<file path="src/rtl/frame_writer_if.sv">
// ---------------------------------------------------------------------------
// frame_writer_if
// Bundles the frame writer's control, pixel stream and SDRAM write bus.
//   Control : frame_start, frame_flip -> writer; busy, done, overrun <- writer
//   Pixels  : pix_valid, pix_index -> writer; pix_ready <- writer
//   SDRAM   : reader_busy, sdram_Wait, sdram_ac -> writer;
//             sdram_wr, sdram_addr, sdram_wdata <- writer
// master = the frame writer, slave = renderer / controller side.
// ---------------------------------------------------------------------------
interface frame_writer_if;
  logic         frame_start;
  logic         frame_flip;
  logic         pix_valid;
  logic [7:0]   pix_index;
  logic         pix_ready;
  logic         reader_busy;
  logic         sdram_Wait;
  logic         sdram_wr;
  logic [21:0]  sdram_addr;
  logic [127:0] sdram_wdata;
  logic         sdram_ac;
  logic         busy;
  logic         done;
  logic         overrun;

  modport master (
    input  frame_start, frame_flip, pix_valid, pix_index,
           reader_busy, sdram_Wait, sdram_ac,
    output pix_ready, sdram_wr, sdram_addr, sdram_wdata,
           busy, done, overrun
  );

  modport slave (
    output frame_start, frame_flip, pix_valid, pix_index,
           reader_busy, sdram_Wait, sdram_ac,
    input  pix_ready, sdram_wr, sdram_addr, sdram_wdata,
           busy, done, overrun
  );
endinterface

</file>
<file path="src/rtl/frame_writer.sv">
// ---------------------------------------------------------------------------
// frame_writer
// Packs 8-bit palette-index pixels (16 per 128-bit word, pixel 0 in the LSBs)
// and writes them into the back framebuffer in SDRAM, yielding the controller
// to the scanline reader whenever it is busy.
// Ports:
//   clock  - system clock
//   reset  - synchronous, active-high
//   bus    - frame_writer_if.master (pixel stream, SDRAM write bus, status)
// ---------------------------------------------------------------------------
module frame_writer #(
  parameter logic [21:0] ADDR1          = 22'h100000,
  parameter logic [21:0] ADDR2          = 22'h200000,
  parameter int          WORDS_PER_LINE = 40,
  parameter int          LINES          = 480
) (
  input  logic           clock,
  input  logic           reset,
  frame_writer_if.master bus
);

  localparam int TOTAL_WORDS = WORDS_PER_LINE * LINES;
  localparam int XW  = (WORDS_PER_LINE > 1) ? $clog2(WORDS_PER_LINE) : 1;
  localparam int YW  = $clog2(LINES + 1);
  localparam int WCW = $clog2(TOTAL_WORDS + 1);

  typedef enum logic [1:0] {S_IDLE, S_RUN, S_DRAIN, S_DONE} state_t;

  state_t         r_state;
  logic [21:0]    r_base;
  logic [3:0]     r_pack_cnt;
  logic [119:0]   r_pack;
  logic [127:0]   r_hold;
  logic           r_hold_valid;
  logic [WCW-1:0] r_words;
  logic [XW-1:0]  r_wr_x;
  logic [YW-1:0]  r_wr_y;
  logic           r_wr;
  logic [21:0]    r_addr;
  logic [127:0]   r_wdata;
  logic           r_overrun;

  logic           w_pix_ready;
  logic           w_take;
  logic           w_pack_done;
  logic           w_last_pix;
  logic           w_accept;
  logic           w_issue;
  logic [21:0]    w_addr;

  // The 16th pixel of a word can only be taken once the hold register is free;
  // this depends on registers only, never on sdram_ac.
  assign w_pix_ready = (r_state == S_RUN) && !((r_pack_cnt == 4'd15) && r_hold_valid);
  assign w_take      = bus.pix_valid && w_pix_ready;
  assign w_pack_done = w_take && (r_pack_cnt == 4'd15);
  assign w_last_pix  = w_pack_done && (r_words == WCW'(TOTAL_WORDS - 1));
  assign w_accept    = r_wr && bus.sdram_ac;
  // A request can only start from an idle bus, so an accepted write is always
  // followed by at least one cycle with sdram_wr low.
  assign w_issue     = !r_wr && r_hold_valid && !bus.sdram_Wait && !bus.reader_busy;
  assign w_addr      = r_base + 22'(r_wr_y) * 22'(WORDS_PER_LINE) + 22'(r_wr_x);

  always_ff @(posedge clock) begin
    if (reset) begin
      r_state      <= S_IDLE;
      r_base       <= '0;
      r_pack_cnt   <= '0;
      r_hold_valid <= 1'b0;
      r_words      <= '0;
      r_wr_x       <= '0;
      r_wr_y       <= '0;
      r_wr         <= 1'b0;
      r_addr       <= '0;
      r_wdata      <= '0;
      r_overrun    <= 1'b0;
    end else begin
      r_overrun <= bus.frame_start && (r_state == S_RUN || r_state == S_DRAIN);

      // Pack side: bytes 0..14 accumulate; byte 15 goes straight into hold.
      if (w_take) begin
        for (int k = 0; k < 15; k++) begin
          if (r_pack_cnt == 4'(k)) r_pack[k*8 +: 8] <= bus.pix_index;
        end
        r_pack_cnt <= r_pack_cnt + 4'd1;
        if (r_pack_cnt == 4'd15) r_words <= r_words + 1'b1;
      end

      // A freshly completed word takes priority over the clear on acceptance.
      if (w_pack_done) begin
        r_hold       <= {bus.pix_index, r_pack};
        r_hold_valid <= 1'b1;
      end else if (w_accept) begin
        r_hold_valid <= 1'b0;
      end

      // Write side: request stays frozen until the controller accepts it.
      if (w_accept) begin
        r_wr <= 1'b0;
        if (r_wr_x == XW'(WORDS_PER_LINE - 1)) begin
          r_wr_x <= '0;
          r_wr_y <= r_wr_y + 1'b1;
        end else begin
          r_wr_x <= r_wr_x + 1'b1;
        end
      end else if (w_issue) begin
        r_wr    <= 1'b1;
        r_addr  <= w_addr;
        r_wdata <= r_hold;
      end

      case (r_state)
        S_IDLE, S_DONE: begin
          if (bus.frame_start) begin
            r_state      <= S_RUN;
            r_base       <= bus.frame_flip ? ADDR2 : ADDR1;
            r_pack_cnt   <= '0;
            r_hold_valid <= 1'b0;
            r_words      <= '0;
            r_wr_x       <= '0;
            r_wr_y       <= '0;
          end
        end
        S_RUN: begin
          if (w_last_pix) r_state <= S_DRAIN;
        end
        S_DRAIN: begin
          // Only the final word can be in hold here, so its acceptance ends the frame.
          if (w_accept) r_state <= S_DONE;
        end
        default: r_state <= S_IDLE;
      endcase
    end
  end

  assign bus.pix_ready   = w_pix_ready;
  assign bus.sdram_wr    = r_wr;
  assign bus.sdram_addr  = r_addr;
  assign bus.sdram_wdata = r_wdata;
  assign bus.busy        = (r_state == S_RUN) || (r_state == S_DRAIN);
  assign bus.done        = (r_state == S_DONE);
  assign bus.overrun     = r_overrun;

endmodule

</file>
<file path="src/flat_wrapper.sv">
// flat-port wrapper written by rule: the top's interface ports become plain ports
module frame_writer_flat 
#(
  parameter logic [21:0] ADDR1          = 22'h100000,
  parameter logic [21:0] ADDR2          = 22'h200000,
  parameter int          WORDS_PER_LINE = 40,
  parameter int          LINES          = 480
)
  (clock, reset, bus_frame_start, bus_frame_flip, bus_pix_valid, bus_pix_index, bus_reader_busy, bus_sdram_Wait, bus_sdram_ac, bus_pix_ready, bus_sdram_wr, bus_sdram_addr, bus_sdram_wdata, bus_busy, bus_done, bus_overrun);
  frame_writer_if bus_i ();
  input  logic clock;
  input  logic reset;
  input wire logic [$bits(bus_i.frame_start)-1:0] bus_frame_start;
  input wire logic [$bits(bus_i.frame_flip)-1:0] bus_frame_flip;
  input wire logic [$bits(bus_i.pix_valid)-1:0] bus_pix_valid;
  input wire logic [$bits(bus_i.pix_index)-1:0] bus_pix_index;
  input wire logic [$bits(bus_i.reader_busy)-1:0] bus_reader_busy;
  input wire logic [$bits(bus_i.sdram_Wait)-1:0] bus_sdram_Wait;
  input wire logic [$bits(bus_i.sdram_ac)-1:0] bus_sdram_ac;
  output wire logic [$bits(bus_i.pix_ready)-1:0] bus_pix_ready;
  output wire logic [$bits(bus_i.sdram_wr)-1:0] bus_sdram_wr;
  output wire logic [$bits(bus_i.sdram_addr)-1:0] bus_sdram_addr;
  output wire logic [$bits(bus_i.sdram_wdata)-1:0] bus_sdram_wdata;
  output wire logic [$bits(bus_i.busy)-1:0] bus_busy;
  output wire logic [$bits(bus_i.done)-1:0] bus_done;
  output wire logic [$bits(bus_i.overrun)-1:0] bus_overrun;
  assign bus_i.frame_start = bus_frame_start;
  assign bus_i.frame_flip = bus_frame_flip;
  assign bus_i.pix_valid = bus_pix_valid;
  assign bus_i.pix_index = bus_pix_index;
  assign bus_i.reader_busy = bus_reader_busy;
  assign bus_i.sdram_Wait = bus_sdram_Wait;
  assign bus_i.sdram_ac = bus_sdram_ac;
  assign bus_pix_ready = bus_i.pix_ready;
  assign bus_sdram_wr = bus_i.sdram_wr;
  assign bus_sdram_addr = bus_i.sdram_addr;
  assign bus_sdram_wdata = bus_i.sdram_wdata;
  assign bus_busy = bus_i.busy;
  assign bus_done = bus_i.done;
  assign bus_overrun = bus_i.overrun;
  frame_writer #(.ADDR1(ADDR1), .ADDR2(ADDR2), .WORDS_PER_LINE(WORDS_PER_LINE), .LINES(LINES)) u_core (.clock(clock), .reset(reset), .bus(bus_i));
endmodule
</file>
<file path="config.mk">
export PLATFORM = sky130hd
export DESIGN_NAME = frame_writer_flat
export DESIGN_NICKNAME = d
export VERILOG_FILES = /design/src/rtl/frame_writer_if.sv /design/src/rtl/frame_writer.sv /design/src/flat_wrapper.sv
export SDC_FILE = /design/constraint.sdc
export NUM_CORES = 1
export LEC_CHECK = 0
export ABC_CLOCK_PERIOD_IN_PS = 9210
export CAP_MARGIN = 10
export CORE_AREA = 2 2 137 273
export DETAILED_ROUTE_END_ITERATION = 10
export DIE_AREA = 0 0 139 275
export HOLD_SLACK_MARGIN = 0.12
export REMOVE_ABC_BUFFERS = 1
export SLEW_MARGIN = 20
export SYNTH_ARGS = -nofsm -noshare
export SYNTH_HDL_FRONTEND = slang
export SYNTH_SLANG_ARGS = --single-unit
export TNS_END_PERCENT = 50
</file>
<file path="constraint.sdc">
create_clock -name clock -period 9.21 [get_ports clock]
set_clock_uncertainty 0.2 [all_clocks]
set_input_delay 2.3025 -clock clock [delete_from_list [all_inputs] [get_ports clock]]
set_output_delay 2.3025 -clock clock [all_outputs]
set_load 0.01 [all_outputs]
</file>
# Word level (Yosys, flattened, before mapping)
# Index checks and enable logic that the tools add are counted.
# word_totals
in_bits	16
out_inout_bits	155
reg_bits	459
# op_classes
multipliers	1
n_reduce_logical	38
n_eq_ne	23
n_mux	24
add_sub_neg	6
bitwise	2
# op_table
cell	n
$mux 15	4
$reduce_and 3->1	16
$mux 9	4
$eq 4x4->1 const B	8
$mux 6	4
$add 22x15->22	1
$add 22x6->22	1
$mux 22	1
$eq 4x3->1 const B	4
$add 15x1->15 const B	1
$eq 15x15->1 const B	1
$mul 9x3->12 const B	1
$mux 4	3
$logic_and 1x1->1	10
$add 9x1->9 const B	1
$eq 4x2->1 const B	2
$add 6x1->6 const B	1
$eq 6x6->1 const B	1
$mux 2	3
$pmux 2 s3	1
$reduce_and 2->1	3
$add 4x1->4 const B	1
$eq 2x2->1 const B	2
$eq 4x1->1 const B	1
10 further kinds	19

# Longest topological paths before layout
# Gate-level depths: netlist of the first run.
# depth
depth_word	9
mapped_depth	10
mapped_depth_nobuf	10

# Least setup slack after synthesis of the first run
# No wires, ideal clock.
# synth_timing
path_type	input to register
startpoint	in bus_pix_valid
endpoint	reg u_core.r_hold[0] (enable)
n_path_buf	1
cell_stages	4
path_slack_ns	-0.151
required_time_ns	8.379
arrival_time_ns	8.530
path_cell_list	and3b_1 > and2_1 > clkbuf_1 > nor2b_1
# synth_via
elab_chain_cells	3
# synth_lines
item	line	source
from (decl)	flat_wrapper.sv:15	input wire logic [$bits(bus_i.pix_valid)-1:0] bus_pix_valid;
$logic_and 1x1->1	frame_writer.sv:54	assign w_take = bus.pix_valid && w_pix_ready;
$logic_and 1x1->1	frame_writer.sv:55	assign w_pack_done = w_take && (r_pack_cnt == 4'd15);
$reduce_and 2->1 (no source line)	--	
to (signal assigned)	frame_writer.sv:90	r_hold <= {bus.pix_index, r_pack};
to (decl)	frame_writer.sv:33	logic [127:0] r_hold;
# Every way passes these cells.
# A chain may end at the register's enable or synchronous reset.

# Worst setup path after layout of the first run
# layout_timing
startpoint	reg u_core.r_pack_cnt[0]
endpoint	out bus_pix_ready
# layout_via
elab_chain_cells	4
# layout_lines
item	line	source
from (decl)	frame_writer.sv:31	logic [3:0] r_pack_cnt;
from (signal assigned)	frame_writer.sv:84	r_pack_cnt <= r_pack_cnt + 4'd1;
$eq 4x4->1	frame_writer.sv:53	assign w_pix_ready = (r_state == S_RUN) && !((r_pack_cnt == 4'd15) && r_hold_valid);
$logic_and 1x1->1	frame_writer.sv:53	
$logic_not 1->1	frame_writer.sv:53	
$logic_and 1x1->1	frame_writer.sv:53	
to (decl)	flat_wrapper.sv:20	output wire logic [$bits(bus_i.pix_ready)-1:0] bus_pix_ready;
# Every way passes these cells.

==> results of run 1 <==
per-layer routing:
metal,vias to the layer above,share of wire [%]
li1,4393,-
met1,4305,44
met2,251,48
met3,51,4.8
met4,0,2.6
met5,-,0
power by group:
group          internal, mW  switching (mW)  total [mW]
Combinational        0.0383          0.0835       0.122
Sequential             2.05         0.00661        2.06
Clock                 0.887           0.679        1.57
layout by cell type, fill, tap and decap left out, types with 15 or more instances in the layout:
cell type                         synthesis  routed
sky130_fd_sc_hd__xor2_1                  25      25
sky130_fd_sc_hd__ha_1                    27      27
sky130_fd_sc_hd__dfxtp_1                187     187
sky130_fd_sc_hd__edfxtp_1               248     248
sky130_fd_sc_hd__clkbuf_16                0      39
sky130_fd_sc_hd__a21oi_1                152     152
sky130_fd_sc_hd__nand2_1                290     290
sky130_fd_sc_hd__xnor2_1                 15      15
sky130_fd_sc_hd__nor2_1                  49      49
sky130_fd_sc_hd__clkdlybuf4s50_1          0     165
worst paths after layout:
path | slack (ps) | start | depth (start not counted) | endpoint
max | 4410 | u_core.r_pack_cnt[0] | 4 | bus_pix_ready
min | 220 | u_core.r_pack[48] | 0 | u_core.r_hold[48]
max reg2reg | 6020 | u_core.r_pack_cnt[0] | 6 | u_core.r_pack[95]
min reg2reg | 220 | u_core.r_pack[48] | 0 | u_core.r_hold[48]
worst max-delay path, stage by stage, from the launching register on:
cell and delay, ps:
sky130_fd_sc_hd__dfxtp_1 350, sky130_fd_sc_hd__ha_1 260, sky130_fd_sc_hd__and3_1 210, sky130_fd_sc_hd__a21oi_1 340, sky130_fd_sc_hd__clkdlybuf4s50_1 610
layout make-up:
| type | count | area [um^2] |
|---|---|---|
| fillers | 3099 | 17900 |
| flip-flops and latches | 435 | 11200 |
| multi-input cells | 675 | 3570 |
| repair buffers | 173 | 1710 |
| clock buffers | 55 | 1100 |
| well taps | 454 | 568 |
| clock inverters | 14 | 130 |
| inverters | 12 | 45.0 |
logic make-up after synthesis:
logic type,after synthesis
buffers and inverters,71
flip-flops,435
adder cells (fa/ha/maj),29
other,1
multiplexers,3
XOR/XNOR,40
AO/OA/AOI/OAI,178
AND/OR/NAND/NOR,421
state kept, by name (all words and copies together), names as in the netlist:
signal,cells
u_core.r_base,2
u_core.r_pack,120
u_core.r_wr_y,9
u_core.bus.sdram_addr,18
u_core.bus.sdram_wr,1
u_core.r_words,15
u_core.r_hold,128
u_core.bus.overrun,1
u_core.r_wr_x,6
u_core.r_pack_cnt,4
u_core.r_hold_valid,1
u_core.bus.sdram_wdata,128
u_core.r_state,2
==> impl_metrics.prom, run 1 <==
# TYPE chip_impl_metric gauge
chip_impl_metric{name="die-width",unit="um"} 139
chip_impl_metric{name="synth_adder_area_share",unit="%"} 2.52
chip_impl_metric{name="slack_of_the_critical_path",unit="ps"} 4410
chip_impl_metric{name="flow.area_growth_from_synthesis",unit="%"} 22.0
chip_impl_info{name="yosys_most_used_dff",value="sky130_fd_sc_hd__edfxtp_1"} 1
chip_impl_metric{name="number_of_clock_buffers_inserted_by_tritoncts",unit=""} 38
chip_impl_metric{name="place_hpwl",unit="mm"} 19.2
chip_impl_metric{name="netlist_cell_types",unit=""} 49
chip_impl_metric{name="ys.warnings.count",unit=""} 0
chip_impl_metric{name="dr.first_iter.drc_count",unit=""} 550
chip_impl_metric{name="post_layout_nonfiller_instances",unit=""} 1818
chip_impl_metric{name="worstSkewPairLatency",unit="ps"} 530
chip_impl_metric{name="use_met1",unit="%"} 20.8
chip_impl_metric{name="pre_cts_setup_slack",unit="ps"} 4000
chip_impl_metric{name="detailed_routing_iteration_count_for_the_pre_antenna_repair_pass",unit=""} 5
chip_impl_metric{name="worst_slew_margin_rel",unit="%"} 30.8
chip_impl_info{name="crit_path_start_kind",value="flop"} 1
chip_impl_metric{name="cp.arrival",unit="ps"} 2300
chip_impl_metric{name="proportion_of_netlist_area_held_by_the_largest_area_contributor",unit="%"} 49.6
chip_impl_info{name="worst_hold_path_type",value="reg2reg"} 1
chip_impl_metric{name="global_route.usage.total",unit="%"} 15.8
chip_impl_metric{name="post_synth_instance_area",unit="um^2"} 15000
chip_impl_metric{name="power.density_cell_area",unit="nW/um^2"} 205
chip_impl_metric{name="proportion_of_layout_cells_with_a_drive_suffix_above_1",unit="%"} 4.99
chip_impl_metric{name="num-nets-final",unit=""} 1380
chip_impl_info{name="synthDominantAreaCellType",value="sky130_fd_sc_hd__edfxtp_1"} 1
chip_impl_metric{name="largest_net_degree_at_the_start_of_global_routing",unit=""} 98
chip_impl_metric{name="port_buffers",unit=""} 166
chip_impl_metric{name="postRouteWirelength",unit="mm"} 31.0
chip_impl_metric{name="placementRows",unit=""} 99
chip_impl_metric{name="drt_drc_violations_left",unit=""} 0
chip_impl_metric{name="hold_buffers",unit=""} 0
chip_impl_info{name="clock_tree_from_tritoncts",value="built"} 1
chip_impl_metric{name="hold_slack",unit="ps"} 215
chip_impl_metric{name="die-height",unit="um"} 275
chip_impl_metric{name="crit_required",unit="ps"} 6710
chip_impl_metric{name="max-cap-violations",unit=""} 0
chip_impl_metric{name="finish.utilization",unit="%"} 50.6
chip_impl_metric{name="grt_first_pass_wirelength",unit="mm"} 48.5
chip_impl_info{name="criticalPathCategory",value="reg2out"} 1
chip_impl_info{name="ys_top_cells_by_count",value="sky130_fd_sc_hd__nand2_1 (290), sky130_fd_sc_hd__edfxtp_1 (248), sky130_fd_sc_hd__dfxtp_1 (187)"} 1
chip_impl_metric{name="wire_per_inst",unit="um"} 17.0
chip_impl_info{name="synth_top_family_by_area",value="simple AND/OR/NAND/NOR gates"} 1
chip_impl_metric{name="ir_worst_vdd",unit="mV"} 0.134
chip_impl_metric{name="gr-usage-met3",unit="%"} 2.80
chip_impl_metric{name="final-setup-viol-count",unit=""} 0
chip_impl_metric{name="total_leakage_power",unit="nW"} 5.95
chip_impl_metric{name="sequential_cell_area_fraction_in_the_yosys_report",unit="%"} 74.5
chip_impl_info{name="most_numerous_cell_in_the_yosys_netlist",value="sky130_fd_sc_hd__nand2_1"} 1
chip_impl_metric{name="fin_setup_tns",unit="ps"} 0
chip_impl_metric{name="floorplan.initialDensity",unit="%"} 41.5
chip_impl_metric{name="die-area",unit="um^2"} 38200
chip_impl_metric{name="synth_mux_area_share",unit="%"} 0.200
chip_impl_metric{name="met2_usage",unit="%"} 26.8
chip_impl_metric{name="share_of_the_cycle_needed_by_the_critical_path_after_routing",unit="%"} 52.1
chip_impl_metric{name="final-max-slew-violation-count",unit=""} 0
chip_impl_metric{name="worst_pin_slew",unit="ps"} 1030
chip_impl_metric{name="clock_sinks",unit=""} 435
chip_impl_metric{name="core_footprint",unit="um^2"} 36200
chip_impl_metric{name="drt.antenna.violating_nets",unit=""} 0
chip_impl_metric{name="clock_transition_at_the_registers_of_the_reported_paths",unit="ps"} 70
chip_impl_metric{name="grt_pass1_vias",unit=""} 8928
chip_impl_info{name="cts.root.buffer_cell",value="sky130_fd_sc_hd__clkbuf_16"} 1
chip_impl_metric{name="synth_cells",unit=""} 1178
chip_impl_metric{name="synth-edff-count",unit=""} 248
chip_impl_metric{name="numPlacedInstances",unit=""} 1749
chip_impl_metric{name="dpl_cell_area",unit="um^2"} 17100
chip_impl_info{name="busiest_layer",value="met2"} 1
chip_impl_metric{name="cts-htree-levels",unit=""} 2
chip_impl_metric{name="post_synthesis_compound_gate_area_fraction",unit="%"} 6.46
chip_impl_metric{name="place_congestion",unit=""} 0.792
chip_impl_metric{name="finalInstanceArea",unit="um^2"} 18300
chip_impl_metric{name="post-layout-total-power",unit="mW"} 3.75
chip_impl_info{name="critical_path.endpoint_type",value="primary output"} 1
chip_impl_metric{name="grt_antenna_before_repair",unit=""} 0
chip_impl_metric{name="cts_post_setup_buffers_inserted",unit=""} 0
chip_impl_info{name="run_status",value="finished clean"} 1
chip_impl_metric{name="critical_path.max_fanout",unit=""} 5
chip_impl_metric{name="overflow",unit=""} 0
chip_impl_metric{name="cts-resized-gates",unit=""} 0
chip_impl_metric{name="yosys.area_share.xor_xnor",unit="%"} 2.33
chip_impl_metric{name="clock_buffer_depth",unit=""} 3
chip_impl_metric{name="fin_crit",unit="ps"} 4800
chip_impl_metric{name="synth_async_sr_flop_share",unit="%"} 0
chip_impl_metric{name="synthSimpleGateAreaFrac",unit="%"} 12.1
chip_impl_metric{name="fmaxAchievable",unit="MHz"} 208
chip_impl_metric{name="detailroute.via_count",unit=""} 9000
chip_impl_info{name="setup_repair_after_global_routing_missed_its_margin",value="false"} 1
chip_impl_metric{name="num_antenna_cells",unit=""} 0
chip_impl_metric{name="timing_hold_violations_final",unit=""} 0
chip_impl_info{name="synth.area.top_cells",value="sky130_fd_sc_hd__edfxtp_1 (50%), sky130_fd_sc_hd__dfxtp_1 (25%), sky130_fd_sc_hd__nand2_1 (7.2%)"} 1
chip_impl_metric{name="synth.avg_cell_area",unit="um^2"} 12.7
chip_impl_metric{name="boundaryPins",unit=""} 171
chip_impl_metric{name="postSynthRegisterBits",unit=""} 435
chip_impl_metric{name="post_drt_via_cell_ratio",unit=""} 4.95
(Power assumes the default switching activity.)
==> inputs of run 2 (changes only) <==
--- a/config.mk
+++ b/config.mk
@@ -5,7 +5,7 @@
 export SDC_FILE = /design/constraint.sdc
 export NUM_CORES = 1
 export LEC_CHECK = 0
-export ABC_CLOCK_PERIOD_IN_PS = 9210
+export ABC_CLOCK_PERIOD_IN_PS = 4900
 export CAP_MARGIN = 10
 export CORE_AREA = 2 2 137 273
 export DETAILED_ROUTE_END_ITERATION = 10
==> constraint.sdc (replaced) <==
create_clock -name clock -period 4.9 [get_ports clock]
set_clock_uncertainty 0.2 [all_clocks]
set_input_delay 1.225 -clock clock [delete_from_list [all_inputs] [get_ports clock]]
set_output_delay 1.225 -clock clock [all_outputs]
set_load 0.01 [all_outputs]
==> run 2 against run 1 <==
Against the previous run:
- first-iteration DRC count fell by 15%
- power rose by 88%
- global-route usage fell by 0.31 points
- sequential share of layout area fell by 0.16 points
- clock power rose by 88%
- non-clock buffer count did not move
- die area did not move
- flip-flop and latch count did not move
- critical path type unchanged
- largest cell class unchanged
==> impl_metrics.prom, run 2 (same netlist as run 1, synthesis figures left out) <==
# TYPE chip_impl_metric gauge
chip_impl_metric{name="die-width",unit="um"} 139
chip_impl_metric{name="final-max-slew-violation-count",unit=""} 0
chip_impl_metric{name="drt.antenna.violating_nets",unit=""} 0
chip_impl_metric{name="seqCellArea",unit="um^2"} 11200
chip_impl_metric{name="flow.area_growth_from_synthesis",unit="%"} 22.3
chip_impl_metric{name="worstSkewPairLatency",unit="ps"} 530
chip_impl_info{name="reg2reg_to",value="u_core.bus.sdram_addr[13]"} 1
chip_impl_metric{name="clock_sinks",unit=""} 435
chip_impl_info{name="run_status",value="finished clean"} 1
chip_impl_metric{name="global_route.usage.total",unit="%"} 15.5
chip_impl_metric{name="pwr-share-clk",unit="%"} 41.8
chip_impl_metric{name="power.density_cell_area",unit="nW/um^2"} 384
chip_impl_metric{name="crit_required",unit="ps"} 3470
chip_impl_metric{name="finalInstanceArea",unit="um^2"} 18400
chip_impl_metric{name="multi_input_comb_area",unit="um^2"} 3570
chip_impl_metric{name="clock_transition_at_the_registers_of_the_reported_paths",unit="ps"} 70
chip_impl_metric{name="hold_slack",unit="ps"} 214
chip_impl_metric{name="dr.first_iter.drc_count",unit=""} 466
chip_impl_info{name="crit_path_start_kind",value="flop"} 1
chip_impl_metric{name="grt_first_pass_wirelength",unit="mm"} 47.4
chip_impl_metric{name="worst_pin_slew",unit="ps"} 1060
chip_impl_info{name="final_common_cell",value="sky130_fd_sc_hd__nand2_1"} 1
chip_impl_metric{name="power.switching",unit="mW"} 1.45
chip_impl_metric{name="die-area",unit="um^2"} 38200
chip_impl_info{name="criticalPathCategory",value="reg2out"} 1
chip_impl_metric{name="timing_hold_violations_final",unit=""} 0
chip_impl_metric{name="overflow",unit=""} 0
chip_impl_metric{name="clock_buffer_depth",unit=""} 3
chip_impl_metric{name="postRouteWirelength",unit="mm"} 30.3
chip_impl_info{name="worstHoldEndpoint",value="u_core.r_hold[38]"} 1
chip_impl_metric{name="share_of_the_cycle_needed_by_the_critical_path_after_routing",unit="%"} 75.1
chip_impl_metric{name="worstHoldPathCells",unit=""} 0
chip_impl_metric{name="grt_antenna_before_repair",unit=""} 0
chip_impl_metric{name="cts_post_setup_buffers_inserted",unit=""} 0
chip_impl_metric{name="num-nets-final",unit=""} 1380
chip_impl_metric{name="num_antenna_cells",unit=""} 0
chip_impl_metric{name="pwr-share-seq",unit="%"} 55.0
chip_impl_metric{name="die-height",unit="um"} 275
chip_impl_metric{name="regToRegSetupSlack",unit="ps"} 1770
chip_impl_metric{name="post-layout-total-power",unit="mW"} 7.04
chip_impl_metric{name="dpl_cell_area",unit="um^2"} 17100
chip_impl_info{name="worstReg2RegStart",value="u_core.r_wr_y[1]"} 1
chip_impl_metric{name="internal_power",unit="mW"} 5.59
chip_impl_info{name="worst_hold_path_type",value="reg2reg"} 1
chip_impl_info{name="critical_path.endpoint_type",value="primary output"} 1
chip_impl_metric{name="fin_crit",unit="ps"} 3680
chip_impl_metric{name="max-cap-violations",unit=""} 0
chip_impl_metric{name="hold_buffers",unit=""} 0
chip_impl_metric{name="final-setup-viol-count",unit=""} 0
chip_impl_metric{name="largest_net_degree_at_the_start_of_global_routing",unit=""} 129
chip_impl_metric{name="detailroute.via_count",unit=""} 9013
chip_impl_info{name="setup_repair_after_global_routing_missed_its_margin",value="false"} 1
chip_impl_metric{name="proportion_of_layout_cells_with_a_drive_suffix_above_1",unit="%"} 5.50
chip_impl_metric{name="floorplan.initialDensity",unit="%"} 41.5
chip_impl_metric{name="proportion_of_power_drawn_by_combinational_gates",unit="%"} 3.2
chip_impl_metric{name="cts-htree-levels",unit=""} 2
chip_impl_metric{name="fmaxAchievable",unit="MHz"} 272
chip_impl_info{name="final_cell_mix",value="sky130_fd_sc_hd__nand2_1 (290), sky130_fd_sc_hd__edfxtp_1 (248), sky130_fd_sc_hd__dfxtp_1 (187)"} 1
chip_impl_metric{name="rr_worst_depth",unit=""} 10
chip_impl_metric{name="ir_worst_vdd",unit="mV"} 0.292
chip_impl_info{name="clock_tree_from_tritoncts",value="built"} 1
chip_impl_metric{name="critical_path.max_fanout",unit=""} 5
chip_impl_metric{name="fill_cells",unit=""} 3130
chip_impl_metric{name="boundaryPins",unit=""} 171
chip_impl_metric{name="wire_per_inst",unit="um"} 16.7
chip_impl_metric{name="finish.utilization",unit="%"} 50.8
chip_impl_info{name="hold_path_startpoint",value="u_core.r_pack[38]"} 1
chip_impl_metric{name="place_congestion",unit=""} 0.767
chip_impl_metric{name="netSwitchingFraction",unit="%"} 20.6
chip_impl_metric{name="placementRows",unit=""} 99
chip_impl_metric{name="post_drt_via_cell_ratio",unit=""} 4.96
chip_impl_metric{name="drt_drc_violations_left",unit=""} 0
chip_impl_metric{name="cp.arrival",unit="ps"} 2250
chip_impl_metric{name="port_buffers",unit=""} 166
chip_impl_metric{name="core_footprint",unit="um^2"} 36200
chip_impl_metric{name="worst_slew_margin_rel",unit="%"} 28.8
chip_impl_metric{name="cts-resized-gates",unit=""} 0
chip_impl_metric{name="total_leakage_power",unit="nW"} 5.96
chip_impl_metric{name="number_of_clock_buffers_inserted_by_tritoncts",unit=""} 38
chip_impl_info{name="cts.root.buffer_cell",value="sky130_fd_sc_hd__clkbuf_16"} 1
chip_impl_metric{name="detailed_routing_iteration_count_for_the_pre_antenna_repair_pass",unit=""} 5
chip_impl_metric{name="grt_pass1_vias",unit=""} 8795
chip_impl_metric{name="place_hpwl",unit="mm"} 18.9
run 2: worst max path at each step:
stage | slack [ps] | endpoint | from | cells past startpoint
detailed placement | 1130 | u_core.bus.sdram_wdata[21] | bus_sdram_Wait | 5
global route | 1080 | bus_pix_ready | u_core.r_pack_cnt[0] | 4
global placement | 1210 | u_core.bus.sdram_wdata[34] | bus_sdram_Wait | 5
CTS | 1180 | bus_pix_ready | u_core.r_pack_cnt[0] | 4
finish | 1220 | bus_pix_ready | u_core.r_pack_cnt[0] | 4
floorplan | -9100 | u_core.bus.sdram_addr[4] | bus_reader_busy | 2
run 2: per-stage QoR:
step | worst slack [ps] | std cells | TNS [ps]
after floorplan | -9100 | 1122 | -1675850
after global placement | 1210 | 1749 | 0
after detailed placement | 1130 | 1749 | 0
after CTS | 1180 | 1818 | 0
after global routing | 1080 | 1818 | 0
final | 1220 | 1818 | 0
run 2: critical path: stages, from the launching register on:
cell and delay, ps:
sky130_fd_sc_hd__dfxtp_1 340, sky130_fd_sc_hd__ha_1 260, sky130_fd_sc_hd__and3_1 210, sky130_fd_sc_hd__a21oi_1 270
sky130_fd_sc_hd__clkdlybuf4s50_1 630
run 2: layout make-up:
class                   count  share of cell area (%)
inverters                  12                   0.245
multi-input cells         675                    19.5
repair buffers            173                    9.53
well taps                 454                    3.09
clock buffers              51                    5.85
flip-flops and latches    435                    60.9
clock inverters            18                   0.886
run 2: routing by layer:
layer  track usage, %  routed length, um  share of wire (%)
met1             20.0              13200                 43
met2             26.6              14800                 49
met3             2.91               1610                5.3
met4             5.29                750                2.5
met5                0                  0                  0
run 2: power groups by stage:
stage	registers, mW	clock network, mW	logic (mW)
final	3.87	2.95	0.228
after global routing	3.87	3.16	0.253
after CTS	3.87	3.02	0.233
after detailed placement	3.95	0	0.232
after global placement	3.95	0	0.225
after floorplan	3.95	0	0.0980
==> inputs of run 3 (changes only) <==
--- a/config.mk
+++ b/config.mk
@@ -5,7 +5,7 @@
 export SDC_FILE = /design/constraint.sdc
 export NUM_CORES = 1
 export LEC_CHECK = 0
-export ABC_CLOCK_PERIOD_IN_PS = 4900
+export ABC_CLOCK_PERIOD_IN_PS = 3050
 export CAP_MARGIN = 10
 export CORE_AREA = 2 2 137 273
 export DETAILED_ROUTE_END_ITERATION = 10
==> constraint.sdc (replaced) <==
create_clock -name clock -period 3.05 [get_ports clock]
set_clock_uncertainty 0.2 [all_clocks]
set_input_delay 0.7625 -clock clock [delete_from_list [all_inputs] [get_ports clock]]
set_output_delay 0.7625 -clock clock [all_outputs]
set_load 0.01 [all_outputs]
==> run 3 against run 2 <==
Against the previous run:
- final area rose by 1.2%
- via count rose by 0.47%
- combinational power rose by 64%
- critical path type unchanged
==> impl_metrics.prom, run 3 (same netlist as run 1, synthesis figures left out) <==
# TYPE chip_impl_metric gauge
chip_impl_metric{name="share_of_the_cycle_needed_by_the_critical_path_after_routing",unit="%"} 95.6
chip_impl_metric{name="overflow",unit=""} 0
chip_impl_info{name="clock_tree_from_tritoncts",value="built"} 1
chip_impl_metric{name="fill_cells",unit=""} 3087
chip_impl_metric{name="seqCellArea",unit="um^2"} 11200
chip_impl_metric{name="worst_pin_slew",unit="ps"} 956
chip_impl_metric{name="die-area",unit="um^2"} 38200
chip_impl_metric{name="fin_crit",unit="ps"} 2920
chip_impl_metric{name="fmaxAchievable",unit="MHz"} 343
chip_impl_metric{name="boundaryPins",unit=""} 171
chip_impl_metric{name="global_route.usage.total",unit="%"} 15.6
chip_impl_metric{name="crit_required",unit="ps"} 2090
chip_impl_metric{name="num_antenna_cells",unit=""} 0
chip_impl_metric{name="pwr-share-seq",unit="%"} 54.7
chip_impl_metric{name="post_drt_via_cell_ratio",unit=""} 4.92
chip_impl_metric{name="total_leakage_power",unit="nW"} 6.09
chip_impl_metric{name="max-cap-violations",unit=""} 0
chip_impl_metric{name="proportion_of_layout_cells_with_a_drive_suffix_above_1",unit="%"} 7.07
chip_impl_metric{name="worstSkewPairLatency",unit="ps"} 540
chip_impl_metric{name="port_buffers",unit=""} 166
chip_impl_metric{name="finalInstanceArea",unit="um^2"} 18600
chip_impl_metric{name="place_hpwl",unit="mm"} 19.4
chip_impl_metric{name="clock_buffer_depth",unit=""} 3
chip_impl_metric{name="die-width",unit="um"} 139
chip_impl_info{name="worst_hold_path_type",value="reg2reg"} 1
chip_impl_metric{name="placementRows",unit=""} 99
chip_impl_metric{name="internal_power",unit="mW"} 9.01
chip_impl_metric{name="flow.area_growth_from_synthesis",unit="%"} 23.8
chip_impl_metric{name="clock_sinks",unit=""} 435
chip_impl_metric{name="power.switching",unit="mW"} 2.35
chip_impl_metric{name="fin_setup_tns",unit="ps"} 0
chip_impl_info{name="final_common_cell",value="sky130_fd_sc_hd__nand2_1"} 1
chip_impl_info{name="slowest_stage",value="sky130_fd_sc_hd__clkdlybuf4s50_1"} 1
chip_impl_metric{name="grt_pass1_vias",unit=""} 8845
chip_impl_metric{name="final-setup-viol-count",unit=""} 0
chip_impl_metric{name="floorplan.initialDensity",unit="%"} 41.5
chip_impl_metric{name="crit_path_max_incr_delay",unit="ps"} 550
chip_impl_info{name="critical_path.cell_chain",value="inv_1 > ha_1 > inv_1 > clkdlybuf4s50_1"} 1
chip_impl_metric{name="ir_worst_vdd",unit="mV"} 0.478
chip_impl_metric{name="detailed_routing_iteration_count_for_the_pre_antenna_repair_pass",unit=""} 5
chip_impl_metric{name="number_of_clock_buffers_inserted_by_tritoncts",unit=""} 38
chip_impl_metric{name="critical_path.max_fanout",unit=""} 5
chip_impl_metric{name="grt_antenna_before_repair",unit=""} 0
chip_impl_metric{name="largest_net_degree_at_the_start_of_global_routing",unit=""} 93
chip_impl_metric{name="hold_buffers",unit=""} 0
chip_impl_metric{name="num-nets-final",unit=""} 1401
chip_impl_metric{name="pwr-share-clk",unit="%"} 42.0
chip_impl_metric{name="detailroute.via_count",unit=""} 9055
chip_impl_info{name="crit_path_start_kind",value="flop"} 1
chip_impl_metric{name="core_footprint",unit="um^2"} 36200
chip_impl_metric{name="worst_slew_margin_rel",unit="%"} 36.1
chip_impl_metric{name="cp.arrival",unit="ps"} 1950
chip_impl_metric{name="wire_per_inst",unit="um"} 16.6
chip_impl_info{name="critical_path.endpoint_type",value="primary output"} 1
chip_impl_metric{name="cts-htree-levels",unit=""} 2
chip_impl_metric{name="die-height",unit="um"} 275
chip_impl_metric{name="finish.utilization",unit="%"} 51.4
chip_impl_metric{name="final-max-slew-violation-count",unit=""} 0
chip_impl_info{name="final_cell_mix",value="sky130_fd_sc_hd__nand2_1 (290), sky130_fd_sc_hd__edfxtp_1 (248), sky130_fd_sc_hd__dfxtp_1 (186)"} 1
chip_impl_info{name="cts.root.buffer_cell",value="sky130_fd_sc_hd__clkbuf_16"} 1
chip_impl_metric{name="drt_drc_violations_left",unit=""} 0
chip_impl_info{name="criticalPathCategory",value="reg2out"} 1
chip_impl_metric{name="power.density_cell_area",unit="nW/um^2"} 611
chip_impl_metric{name="grt_first_pass_wirelength",unit="mm"} 47.8
chip_impl_metric{name="multi_input_comb_area",unit="um^2"} 3600
chip_impl_metric{name="hold_slack",unit="ps"} 214
chip_impl_metric{name="postRouteWirelength",unit="mm"} 30.6
chip_impl_metric{name="cts_post_setup_buffers_inserted",unit=""} 0
chip_impl_metric{name="dr.first_iter.drc_count",unit=""} 502
chip_impl_metric{name="drt.antenna.violating_nets",unit=""} 0
chip_impl_metric{name="dpl_cell_area",unit="um^2"} 17300
chip_impl_metric{name="netSwitchingFraction",unit="%"} 20.7
chip_impl_metric{name="timing_hold_violations_final",unit=""} 0
chip_impl_metric{name="clock_transition_at_the_registers_of_the_reported_paths",unit="ps"} 70
chip_impl_info{name="run_status",value="finished clean"} 1
chip_impl_info{name="setup_repair_after_global_routing_missed_its_margin",value="false"} 1
chip_impl_info{name="critPathMostFrequentCell",value="sky130_fd_sc_hd__inv_1"} 1
chip_impl_metric{name="proportion_of_power_drawn_by_combinational_gates",unit="%"} 3.3
chip_impl_metric{name="place_congestion",unit=""} 0.746
-- run 3: final cells by class --
type | instances | share of cell area [%]
clock buffers | 57 | 5.90
clock inverters | 13 | 0.787
inverters | 12 | 0.242
multi-input cells | 675 | 19.4
flip-flops and latches | 435 | 60.2
well taps | 454 | 3.06
repair buffers | 194 | 10.5
-- run 3: path summary, 6_finish.rpt --
check	start	endpoint	slack [ps]	cells past startpoint
setup / recovery	u_core.r_state[0]	bus_busy	130	4
hold / removal	u_core.r_pack[39]	u_core.r_hold[39]	210	0
setup reg to reg	u_core.r_wr_y[2]	u_core.bus.sdram_addr[12]	130	8
hold reg to reg	u_core.r_pack[39]	u_core.r_hold[39]	210	0
-- run 3: per-stage QoR --
step,setup WS (ps),cells,power (mW)
finish,133,1840,11.4
global route,3.63,1840,11.7
CTS,2.03,1840,11.5
detailed placement,22.8,1770,6.73
global placement,107,1770,6.72
floorplan,-10490,1122,6.50
-- run 3: timing repair --
item	4_1_cts	5_1_grt
pin swaps	0	2
endpoints found under the setup margin	1	3
resized for setup	1	7
-- run 3: critical path: cells and delay by family, from the launching register on --
family                   cells  cell delay (ps)
adder cells (fa/ha/maj)      1              350
buffers and inverters        3              710
flip-flops                   1              360
-- run 3: power by group through the flow --
| stage | logic [mW] | clock network, mW | registers, mW |
|---|---|---|---|
| CTS | 0.379 | 4.90 | 6.22 |
| global placement | 0.373 | 0 | 6.35 |
| floorplan | 0.157 | 0 | 6.34 |
| global route | 0.417 | 5.10 | 6.22 |
| finish | 0.373 | 4.77 | 6.22 |
| detailed placement | 0.382 | 0 | 6.35 |
-- run 3: layer usage --
layer	vias up	track usage, %	part of all wire (%)
met5	-	0	0
met4	0	4.81	2.0
met3	41	3.01	5.4
met2	250	25.2	47
met1	4328	21.5	45
li1	4436	-	-
